<file path="config.mk">
export PLATFORM = sky130hd
export DESIGN_NAME = bus_mem_responder
export DESIGN_NICKNAME = d
export VERILOG_FILES = /design/src/rtl/bus_mem_pkg.sv /design/src/rtl/mem_lat_timer.sv /design/src/rtl/bus_mem_responder.sv
export SDC_FILE = /design/constraint.sdc
export NUM_CORES = 1
export LEC_CHECK = 0
export ABC_AREA = 0
export ABC_CLOCK_PERIOD_IN_PS = 3680
export BUFFER_PORTS_ARGS = -buffer_cell sky130_fd_sc_hd__buf_2
export CAP_MARGIN = 5
export CORE_MARGIN = 3
export CORE_UTILIZATION = 45
export CTS_CLUSTER_SIZE = 14
export DETAILED_ROUTE_END_ITERATION = 16
export SYNTH_ARGS = -nofsm -noshare
export SYNTH_HDL_FRONTEND = slang
export SYNTH_HIERARCHICAL = 1
export SYNTH_SLANG_ARGS = --single-unit
</file>
<file path="constraint.sdc">
create_clock -name clk -period 3.68 [get_ports clk]
set_input_delay 1.104 -clock clk [delete_from_list [all_inputs] [get_ports clk]]
set_output_delay 1.104 -clock clk [all_outputs]
set_load 0.02 [all_outputs]
</file>
<file path="src/rtl/bus_mem_pkg.sv">
// Shared constants for the cache-to-memory line bus responder: state codes,
// default widths and the saturating counter helper.
package bus_mem_pkg;

    localparam int DEF_ADDR_W = 5;
    localparam int DEF_DATA_W = 16;
    localparam int COUNT_W    = 16;
    localparam int LAT_W      = 4;

    localparam logic [2:0] S_IDLE = 3'b001;
    localparam logic [2:0] S_BUSY = 3'b010;
    localparam logic [2:0] S_DONE = 3'b100;

    function automatic logic [COUNT_W-1:0] sat_inc(input logic [COUNT_W-1:0] v);
        return (v == {COUNT_W{1'b1}}) ? v : v + 1'b1;
    endfunction

endpackage

</file>
<file path="src/rtl/mem_lat_timer.sv">
// Loadable down-counter that measures out the access latency; o_zero marks
// the edge on which the access completes.
module mem_lat_timer #(
    parameter int LAT_W = 4
) (
    input  logic             clk,
    input  logic             rst,
    input  logic             i_load,
    input  logic [LAT_W-1:0] i_load_val,
    input  logic             i_dec,
    output logic             o_zero
);

    logic [LAT_W-1:0] r_count;

    always_ff @(posedge clk) begin
        if (!rst) begin
            r_count <= '0;
        end else if (i_load) begin
            r_count <= i_load_val;
        end else if (i_dec && (r_count != '0)) begin
            r_count <= r_count - 1'b1;
        end
    end

    assign o_zero = (r_count == '0);

endmodule

</file>
<file path="src/rtl/bus_mem_responder.sv">
// Memory end of the cache line bus: one access at a time, fixed latency,
// one-cycle done pulse, protocol-error flag and saturating access counters.
module bus_mem_responder
  import bus_mem_pkg::*;
#(
  parameter int    ADDR_W    = DEF_ADDR_W,
  parameter int    DATA_W    = DEF_DATA_W,
  parameter int    LATENCY   = 4,
  parameter string INIT_FILE = "datamem.txt"
) (
  input  logic               clk,
  input  logic               rst,
  input  logic [ADDR_W-1:0]  addr,
  input  logic               memread,
  input  logic               memwrite,
  input  logic [DATA_W-1:0]  wdata,
  output logic [DATA_W-1:0]  rdata,
  output logic               mem_done,
  output logic               mem_err,
  output logic [COUNT_W-1:0] rd_count,
  output logic [COUNT_W-1:0] wr_count,
  output logic [2:0]         dbg_state
);

  localparam int                DEPTH    = 1 << ADDR_W;
  localparam logic [LAT_W-1:0]  LOAD_VAL = LAT_W'(LATENCY - 1);

  // Request handshake: memread/memwrite are levels sampled only in IDLE;
  // the initiator must drop or change them on the edge it sees mem_done=1.
  logic [DATA_W-1:0]  r_mem [DEPTH];
  logic [2:0]         r_state;
  logic [ADDR_W-1:0]  r_addr;
  logic [DATA_W-1:0]  r_wdata;
  logic               r_is_wr;
  logic [DATA_W-1:0]  r_rdata;
  logic               r_err;
  logic [COUNT_W-1:0] r_rd_count;
  logic [COUNT_W-1:0] r_wr_count;

  logic w_req;
  logic w_accept;
  logic w_busy;
  logic w_zero;
  logic w_finish;

  assign w_req    = memread | memwrite;
  assign w_accept = (r_state == S_IDLE) && w_req;
  assign w_busy   = (r_state == S_BUSY);
  assign w_finish = w_busy && w_zero;

  mem_lat_timer #(
    .LAT_W(LAT_W)
  ) u_timer (
    .clk        (clk),
    .rst        (rst),
    .i_load     (w_accept),
    .i_load_val (LOAD_VAL),
    .i_dec      (w_busy),
    .o_zero     (w_zero)
  );

  // The array has no reset; a reset in flight simply suppresses the commit.
  always_ff @(posedge clk) begin
    if (rst && w_finish && r_is_wr) begin
      r_mem[r_addr] <= r_wdata;
    end
  end

  always_ff @(posedge clk) begin
    if (!rst) begin
      r_state    <= S_IDLE;
      r_addr     <= '0;
      r_wdata    <= '0;
      r_is_wr    <= 1'b0;
      r_rdata    <= '0;
      r_err      <= 1'b0;
      r_rd_count <= '0;
      r_wr_count <= '0;
    end else begin
      r_err <= w_accept && memread && memwrite;
      case (r_state)
        S_IDLE: begin
          if (w_req) begin
            r_state <= S_BUSY;
            r_addr  <= addr;
            r_wdata <= wdata;
            r_is_wr <= memwrite;
          end
        end
        S_BUSY: begin
          if (w_zero) begin
            r_state <= S_DONE;
            if (!r_is_wr) begin
              r_rdata <= r_mem[r_addr];
            end
          end
        end
        S_DONE: begin
          r_state <= S_IDLE;
          if (r_is_wr) begin
            r_wr_count <= sat_inc(r_wr_count);
          end else begin
            r_rd_count <= sat_inc(r_rd_count);
          end
        end
        default: r_state <= S_IDLE;
      endcase
    end
  end

  assign rdata     = r_rdata;
  assign mem_done  = (r_state == S_DONE);
  assign mem_err   = r_err;
  assign rd_count  = r_rd_count;
  assign wr_count  = r_wr_count;
  assign dbg_state = r_state;

endmodule

</file>
==> summary.txt, run 1 <==
Routing
  – Detailed Route Iter0 Violations: between 1500 and 2000
  – DR WL/cell: 28.3 um
  – ANT nets after route: 0
  – First-pass DRT Iterations: 5
  – Total Wirelength: 63.5 mm
  – Via count of the routed design: about 13000
  – Vias per cell: about 6
  – DRC Markers: 0

Floorplan
  – Total core area: roughly 50000 um2
  – Initial Util: a little under half
  – Top-Level Pins: 78
  – Die Span Y: 233 um
  – # rows: 82
  – Die width: between 200 and 250 um
  – Die area: about 54000 um2

Clock tree
  – Clk_lat worst skew: a little over 0.6 ns
  – H-tree levels: 2
  – Num CTS Buffers: 59
  – CTS tree: built
  – CTS Hold Bufs: 0
  – Sinks on Clock Net: between 500 and 600
  – Post-CTS Setup Bufs: 0
  – Clock Path Buffers: 3
  – Resized Gates After CTS: 0
  – Clk slew on worst S/H paths: 0.06 ns
  – Root buffer cell: clkbuf_16

Worst hold path
  – HP Class: reg -> reg

Synthesis
  – Xor/xnor share of the synthesized area: less than 1%
  – Seq/Total Area, Yosys: between 70 and 80%
  – Synth Area in Compound Gates: 5.62%
  – Main combinational cell family by area after synthesis: multiplexers
  – Syn. warnings: 6
  – Post-Syn Area per Cell: 16.8 um2
  – Netlist Area Pre-Place: approximately 23000 um2
  – Post-synthesis mux area share: between 10% and 20%
  – Post-synthesis adder-cell area fraction: 0.162%
  – Post-synth top flop: edfxtp_1
  – Async set or reset register ratio after synthesis: 0%
  – FF+latch count, synth: 590
  – Cell count after synthesis: 1376
  – Library cells used by synthesis: 71
  – EDFF count, synth: around 510
  – Simple-gate area share of the yosys netlist: under 10%

Cells and area
  – Diodes inserted: 0
  – Commonest non-fill, non-tap cell in the layout: edfxtp_1
  – Share of cells above drive strength 1: 23.3%
  – Final #Nets: approximately 1500
  – Number of fill cells: a little over 4000
  – Area grow syn2layout: 15.6%
  – Most frequent cells in the layout: 512 x edfxtp_1, 125 x mux2i_1, 78 x nand2_1, 77 x buf_2, 69 x buf_4

Pwr
  – Power Density: ~560 nW/um2
  – Leak pwr: roughly 8.8 nW
  – VDD IR max: 0.000409 V
  – Power Total: between 0.01 and 0.015 W

GRT
  – Global-route wire length before repair: a little over 90 mm
  – Number of global-route vias before repair: between 10000 and 15000
  – Pin count of the biggest net entering global routing: 70
  – GRT Total Usage: between 20% and 30%
  – Total grt overflow: 0
  – Antenna violations before repair: 1

Critical path
  – Critical path endpoint category: flop
  – Worst reg2reg path startpoint: u_timer/r_count[0]
  – Crit path launch: u_timer/r_count[0]
  – Worst setup path endpoint: r_mem[9][3]
  – Reg2Reg Depth: 10
  – Worst path required time: 3.99 ns
  – Startpoint Class: flop
  – Maximum fanout along the worst path: 10
  – Crit Path Category: reg -> reg
  – CP arrival: between 3 and 4 ns
  – Reg-to-reg endpoint: r_mem[9][3]
  – R2R Setup Slk: between 0.8 and 0.9 ns

Timing
  – Peak Freq: 0.348 GHz
  – Final Cycle Share: between 70% and 80%
  – Minimum clock period: roughly 2.9 ns
  – Least-Margin Pin Slew: 0.937 ns
  – RSZ-0062 raised after global routing: no
  – Setup TNS: 0 ns
  – Slew headroom: 35.9%
  – Final Hold Viols: 0
  – Setup violations, final: 0
  – Max-slew violation count: 0
  – Fin Clk Skew: 0.0225 ns

Placed design
  – Port bufs: 77
  – GPL Wtd Cong: around 0.98
  – Hpwl dp: about 42 mm

Run
  – Max cap viols: 0

Outcome
  – Status: finished clean
==> synthesized netlist by cell type (6+ instances only) <==
cell type / n / share of area, %
dfxtp_1: 78 / 6.8
xnor2_1: 6 / 0.23
and3_1: 7 / 0.19
inv_1: 11 / 0.18
nor2_1: 80 / 1.3
o21ai_0: 30 / 0.65
nand3_1: 22 / 0.48
o22ai_1: 44 / 1.2
buf_2: 19 / 0.41
buf_4: 22 / 0.71
mux4_2: 64 / 6.2
nand2b_1: 6 / 0.16
edfxtp_1: 512 / 67
clkbuf_1: 25 / 0.41
a31oi_1: 16 / 0.43
nand2_1: 78 / 1.3
nor3_1: 18 / 0.39
and2_1: 8 / 0.22
a211oi_1: 9 / 0.29
o2111ai_1: 8 / 0.30
mux2i_1: 125 / 5.4
a22oi_1: 8 / 0.26
or4_1: 7 / 0.23
a22o_1: 10 / 0.38
nor4_1: 13 / 0.35
xor2_1: 9 / 0.34
nand4_1: 9 / 0.24
a21oi_1: 36 / 0.78
==> power breakdown <==
group	total [W]	internal, W	switching, W
logic	0.000921	0.000355	0.000566
registers	0.00770	0.00739	0.000306
clock network	0.00635	0.00383	0.00252
==> metrics by stage <==
stage	util [%]	instance area, um2	std cells	worst slack, ns	hold slack [ns]
CTS	52.9	26700	2242	0.849	0.522
floorplan	-	23100	1378	0.761	0.488
global placement	48.8	24600	2130	0.771	0.493
finish	52.9	26700	2242	0.804	0.512
detailed placement	48.8	24600	2130	0.763	0.514
global route	52.9	26700	2242	0.656	0.553
==> how the worst min path moves through the flow <==
stage,startpoint,cells after the start,slack (ns),to
after floorplan,u_timer/r_count[2],2,0.49,u_timer/r_count[2]
final,rd_count[8],2,0.51,rd_count[8]
after global routing,u_timer/r_count[0],2,0.55,u_timer/r_count[0]
after CTS,rd_count[8],2,0.52,rd_count[8]
after global placement,rd_count[8],2,0.49,rd_count[8]
after detailed placement,rd_count[8],2,0.51,rd_count[8]
==> flip-flops by register name, summed over array words and instances (netlist names) <==
register,flops
u_timer/r_count,4
wr_count,16
mem_err,1
r_addr,5
dbg_state,3
r_wdata,16
rdata,16
r_is_wr,1
r_mem,512
rd_count,16
==> kinds of logic after synthesis <==
group	after synthesis
DFF	590
and+or+nand+nor	292
AOI/OAI and AO/OA	197
muxes	192
buffers and inverters	85
xor gates and xnor gates	15
adders and majority gates	3
other	2
==> layer usage <==
metal | global-route usage [%] | wire, um | vias to the layer above
li1 | - | - | 5780
met1 | 33.4 | 25900 | 6817
met2 | 36.4 | 29300 | 724
met3 | 4.33 | 5960 | 128
met4 | 9.03 | 2410 | 0
met5 | 0 | 0 | -
==> worst max-delay path: stages (launching register included) <==
cell and delay, ns:
dfxtp_1 0.33, inv_1 0.08, ha_1 0.21, or3b_4 0.42
clkinv_2 0.10, nand4_1 0.26, nor2_1 0.21, nand2_1 0.25
buf_4 0.29, nor2_2 0.15, buf_4 0.24
==> cell type report <==
type / count / area [um2] / area share, %
Sequential cell: 590 / 17000 / 63.5
Clock buffer: 81 / 1680 / 6.30
Inverter: 15 / 57.6 / 0.215
Tap cell: 672 / 841 / 3.15
Multi-Input combinational cell: 703 / 5780 / 21.6
Timing Repair Buffer: 150 / 983 / 3.68
Clock inverter: 31 / 408 / 1.53
(Power assumes the default switching activity.)
==> run 2, diff against run 1 <==
--- a/config.mk
+++ b/config.mk
@@ -6,7 +6,7 @@
 export NUM_CORES = 1
 export LEC_CHECK = 0
 export ABC_AREA = 0
-export ABC_CLOCK_PERIOD_IN_PS = 3680
+export ABC_CLOCK_PERIOD_IN_PS = 2400
 export BUFFER_PORTS_ARGS = -buffer_cell sky130_fd_sc_hd__buf_2
 export CAP_MARGIN = 5
 export CORE_MARGIN = 3
==> constraint.sdc (replaced) <==
create_clock -name clk -period 2.4 [get_ports clk]
set_input_delay 0.72 -clock clk [delete_from_list [all_inputs] [get_ports clk]]
set_output_delay 0.72 -clock clk [all_outputs]
set_load 0.02 [all_outputs]
==> run 2 against run 1 <==
  * Sequential power rose by 48%
  * Setup slack lost 0.71 ns
  * Flip-flop and latch count is the same
  * Maximum frequency is 25% higher
  * Global-route usage decreased by 1.3 points
  * Register-to-register slack worse by 0.71 ns
  * First-iteration DRC count decreased by 24%
  * Clock skew is 0.0069 ns lower
  * Utilization is 1.8 points higher
  * Hold slack lost 0.17 ns
  * Critical path type unchanged
  * Critical endpoint is now rdata[5]
  * Largest power group unchanged
==> summary.txt, run 2 (same netlist as run 1, synthesis figures left out) <==
Outcome
  – Status: finished clean

GRT
  – Global-route wire length before repair: 88.3 mm
  – Total grt overflow: 0
  – Met1 usage: 31.9%
  – Met3 usage: between 4 and 5%
  – Antenna violations before repair: 0
  – GRT Total Usage: between 20% and 30%
  – Met2 Usage GRT: 35.1%
  – Number of global-route vias before repair: between 10000 and 15000
  – Pin count of the biggest net entering global routing: 42
  – GRT Max-Usage Layer: met2

Clock tree
  – CTS tree: built
  – Clock Path Buffers: 3
  – Root buffer cell: clkbuf_16
  – Sinks on Clock Net: 590
  – H-tree levels: 2
  – Clk_lat worst skew: ~0.62 ns
  – CTS Hold Bufs: 0
  – Clk slew on worst S/H paths: ~0.060 ns
  – Num CTS Buffers: between 50 and 60

Critical path
  – WP buf/inv: 3
  – Worst path cell trace: inv_2, ha_2, or3b_4, inv_4, buf_4, and3b_2, o21ai_0, nor4_1, a31oi_1
  – Startpoint Class: flop
  – Slowest cell on the critical path: or3b_4
  – Reg2Reg Depth: 9
  – Worst reg2reg path startpoint: u_timer/r_count[0]
  – Critical path endpoint category: flop
  – Reg-to-reg endpoint: rdata[5]
  – CP delay by family, top: simple AND/OR/NAND/NOR gates
  – Worst path required time: 2.88 ns
  – CP arrival: approximately 2.8 ns
  – R2R Setup Slk: between 0.09 and 0.1 ns
  – Maximum fanout along the worst path: 11
  – Worst path max stage delay: around 0.4 ns
  – Crit Path Category: reg -> reg

Cells and area
  – Design Area, Final: 27600 um2
  – Top reg by flops: r_mem
  – Share of cells above drive strength 1: 26.8%
  – Commonest non-fill, non-tap cell in the layout: edfxtp_1
  – Area grow syn2layout: 19.5%
  – Most frequent cells in the layout: 512 x edfxtp_1, 125 x buf_4, 124 x mux2i_1, 78 x nand2_1, 77 x buf_2
  – Number of fill cells: 4026
  – Number of flip-flops in the largest register: 512
  – Final #Nets: around 1600
  – Final Util: a little over half
  – Diodes inserted: 0

Timing
  – Least-Margin Pin Slew: 0.552 ns
  – Fin Clk Skew: ~0.016 ns
  – Worst path setup slack after routing: roughly 0.095 ns
  – Slew headroom: roughly 62%
  – Final Hold Viols: 0
  – RSZ-0062 raised after global routing: yes
  – Peak Freq: about 0.43 GHz
  – Setup violations, final: 0
  – Max-slew violation count: 0
  – Final Cycle Share: a little over nine tenths
  – Minimum clock period: ~2.3 ns
  – Setup TNS: 0 ns

Placed design
  – GPL Wtd Cong: 0.959
  – Area after DPL: roughly 26000 um2
  – Hpwl dp: a little over 40 mm
  – Post-place setup slack: between 0.02 and 0.03 ns
  – Port bufs: 77

Run
  – Max cap viols: 0

Routing
  – ANT nets after route: 0
  – DR WL/cell: approximately 26 um
  – Vias per cell: between 5 and 6
  – Detailed Route Iter0 Violations: roughly 1300
  – First-pass DRT Iterations: 5
  – DRC Markers: 0
  – Via count of the routed design: around 13000
  – Total Wirelength: 60.0 mm

Floorplan
  – Total core area: around 50000 um2
  – Die area: ~54000 um2
  – Initial Util: approximately 46%
  – Top-Level Pins: a little under 80
  – Die Span Y: 233 um
  – # rows: 82
  – Die width: 233 um

Worst hold path
  – Hold endpoint: r_wdata[14]
  – HP Class: in -> reg
  – Hold depth: 3
  – Hold wc startpoint: wdata[14]

Pwr
  – VDD IR max: between 0.0005 and 0.0006 V
  – Leak pwr: approximately 9 nW
  – Power Total: roughly 0.022 W
  – Power Density: 814 nW/um2
==> run 2: changes by cell type in the layout (fill, tap and decap cells not counted), sizes merged <==
| cell | delta |
|---|---|
| buf | +89 |
| clkbuf | -7 |
| clkinv | +6 |
| bufinv | -2 |
| inv | +2 |
| clkinvlp | +1 |
==> run 2: power breakdown <==
part           switching, W  internal, W  leakage (nW)  total, W
clock network       0.00381      0.00531         0.930   0.00912
registers         0.0000889       0.0113          5.39    0.0114
logic               0.00121     0.000708          2.91   0.00192
total               0.00511       0.0173          9.23    0.0225
==> run 2: layout make-up <==
cell class	count	area, um2	area share (%)
clock buffers	74	1540	5.59
clock inverters	38	374	1.36
inverters	15	58.8	0.213
multi-input cells	703	5820	21.1
flip-flops and latches	590	16900	61.4
well taps	672	841	3.05
repair buffers	239	2010	7.27
==> run 2: stage by stage <==
step / hold WS [ns] / std cells
floorplan: 0.488 / 1378
global placement: 0.480 / 2216
detailed placement: 0.498 / 2216
CTS: 0.311 / 2328
global route: 0.336 / 2331
finish: 0.338 / 2331
==> run 2: worst max path at each step <==
stage	startpoint	to	slack [ns]	depth (start not counted)
2_1_floorplan	u_timer/r_count[0]	r_mem[18][0]	-0.18	8
3_3_place_gp	u_timer/r_count[0]	r_mem[25][15]	0.10	10
3_5_place_dp	u_timer/r_count[1]	rdata[12]	0.03	9
4_1_cts	u_timer/r_count[0]	rdata[8]	0.004	9
5_1_grt	u_timer/r_count[1]	r_mem[6][1]	-0.007	10
6_report	u_timer/r_count[0]	rdata[5]	0.09	9
==> run 2: repair_timing <==
action / 4_1_cts / 5_1_grt
endpoints found under the hold margin: 0 / 0
setup buffers: 0 / 3
setup endpoints to repair: 0 / 139
resized for setup: 0 / 24
==> run 2: metal layers <==
| metal | vias to the layer above | part of all wire (%) |
|---|---|---|
| li1 | 5957 | - |
| met1 | 6807 | 44 |
| met2 | 601 | 46 |
| met3 | 85 | 8.0 |
| met4 | 0 | 2.3 |
| met5 | - | 0 |
==> run 2: worst register-to-register path: cells and delay by family (launching register included) <==
kind	cells	cell delay (ns)
simple gates	3	1.13
fa+ha+maj	1	0.16
flops	1	0.32
buf+inv	3	0.27
compound gates	2	0.28
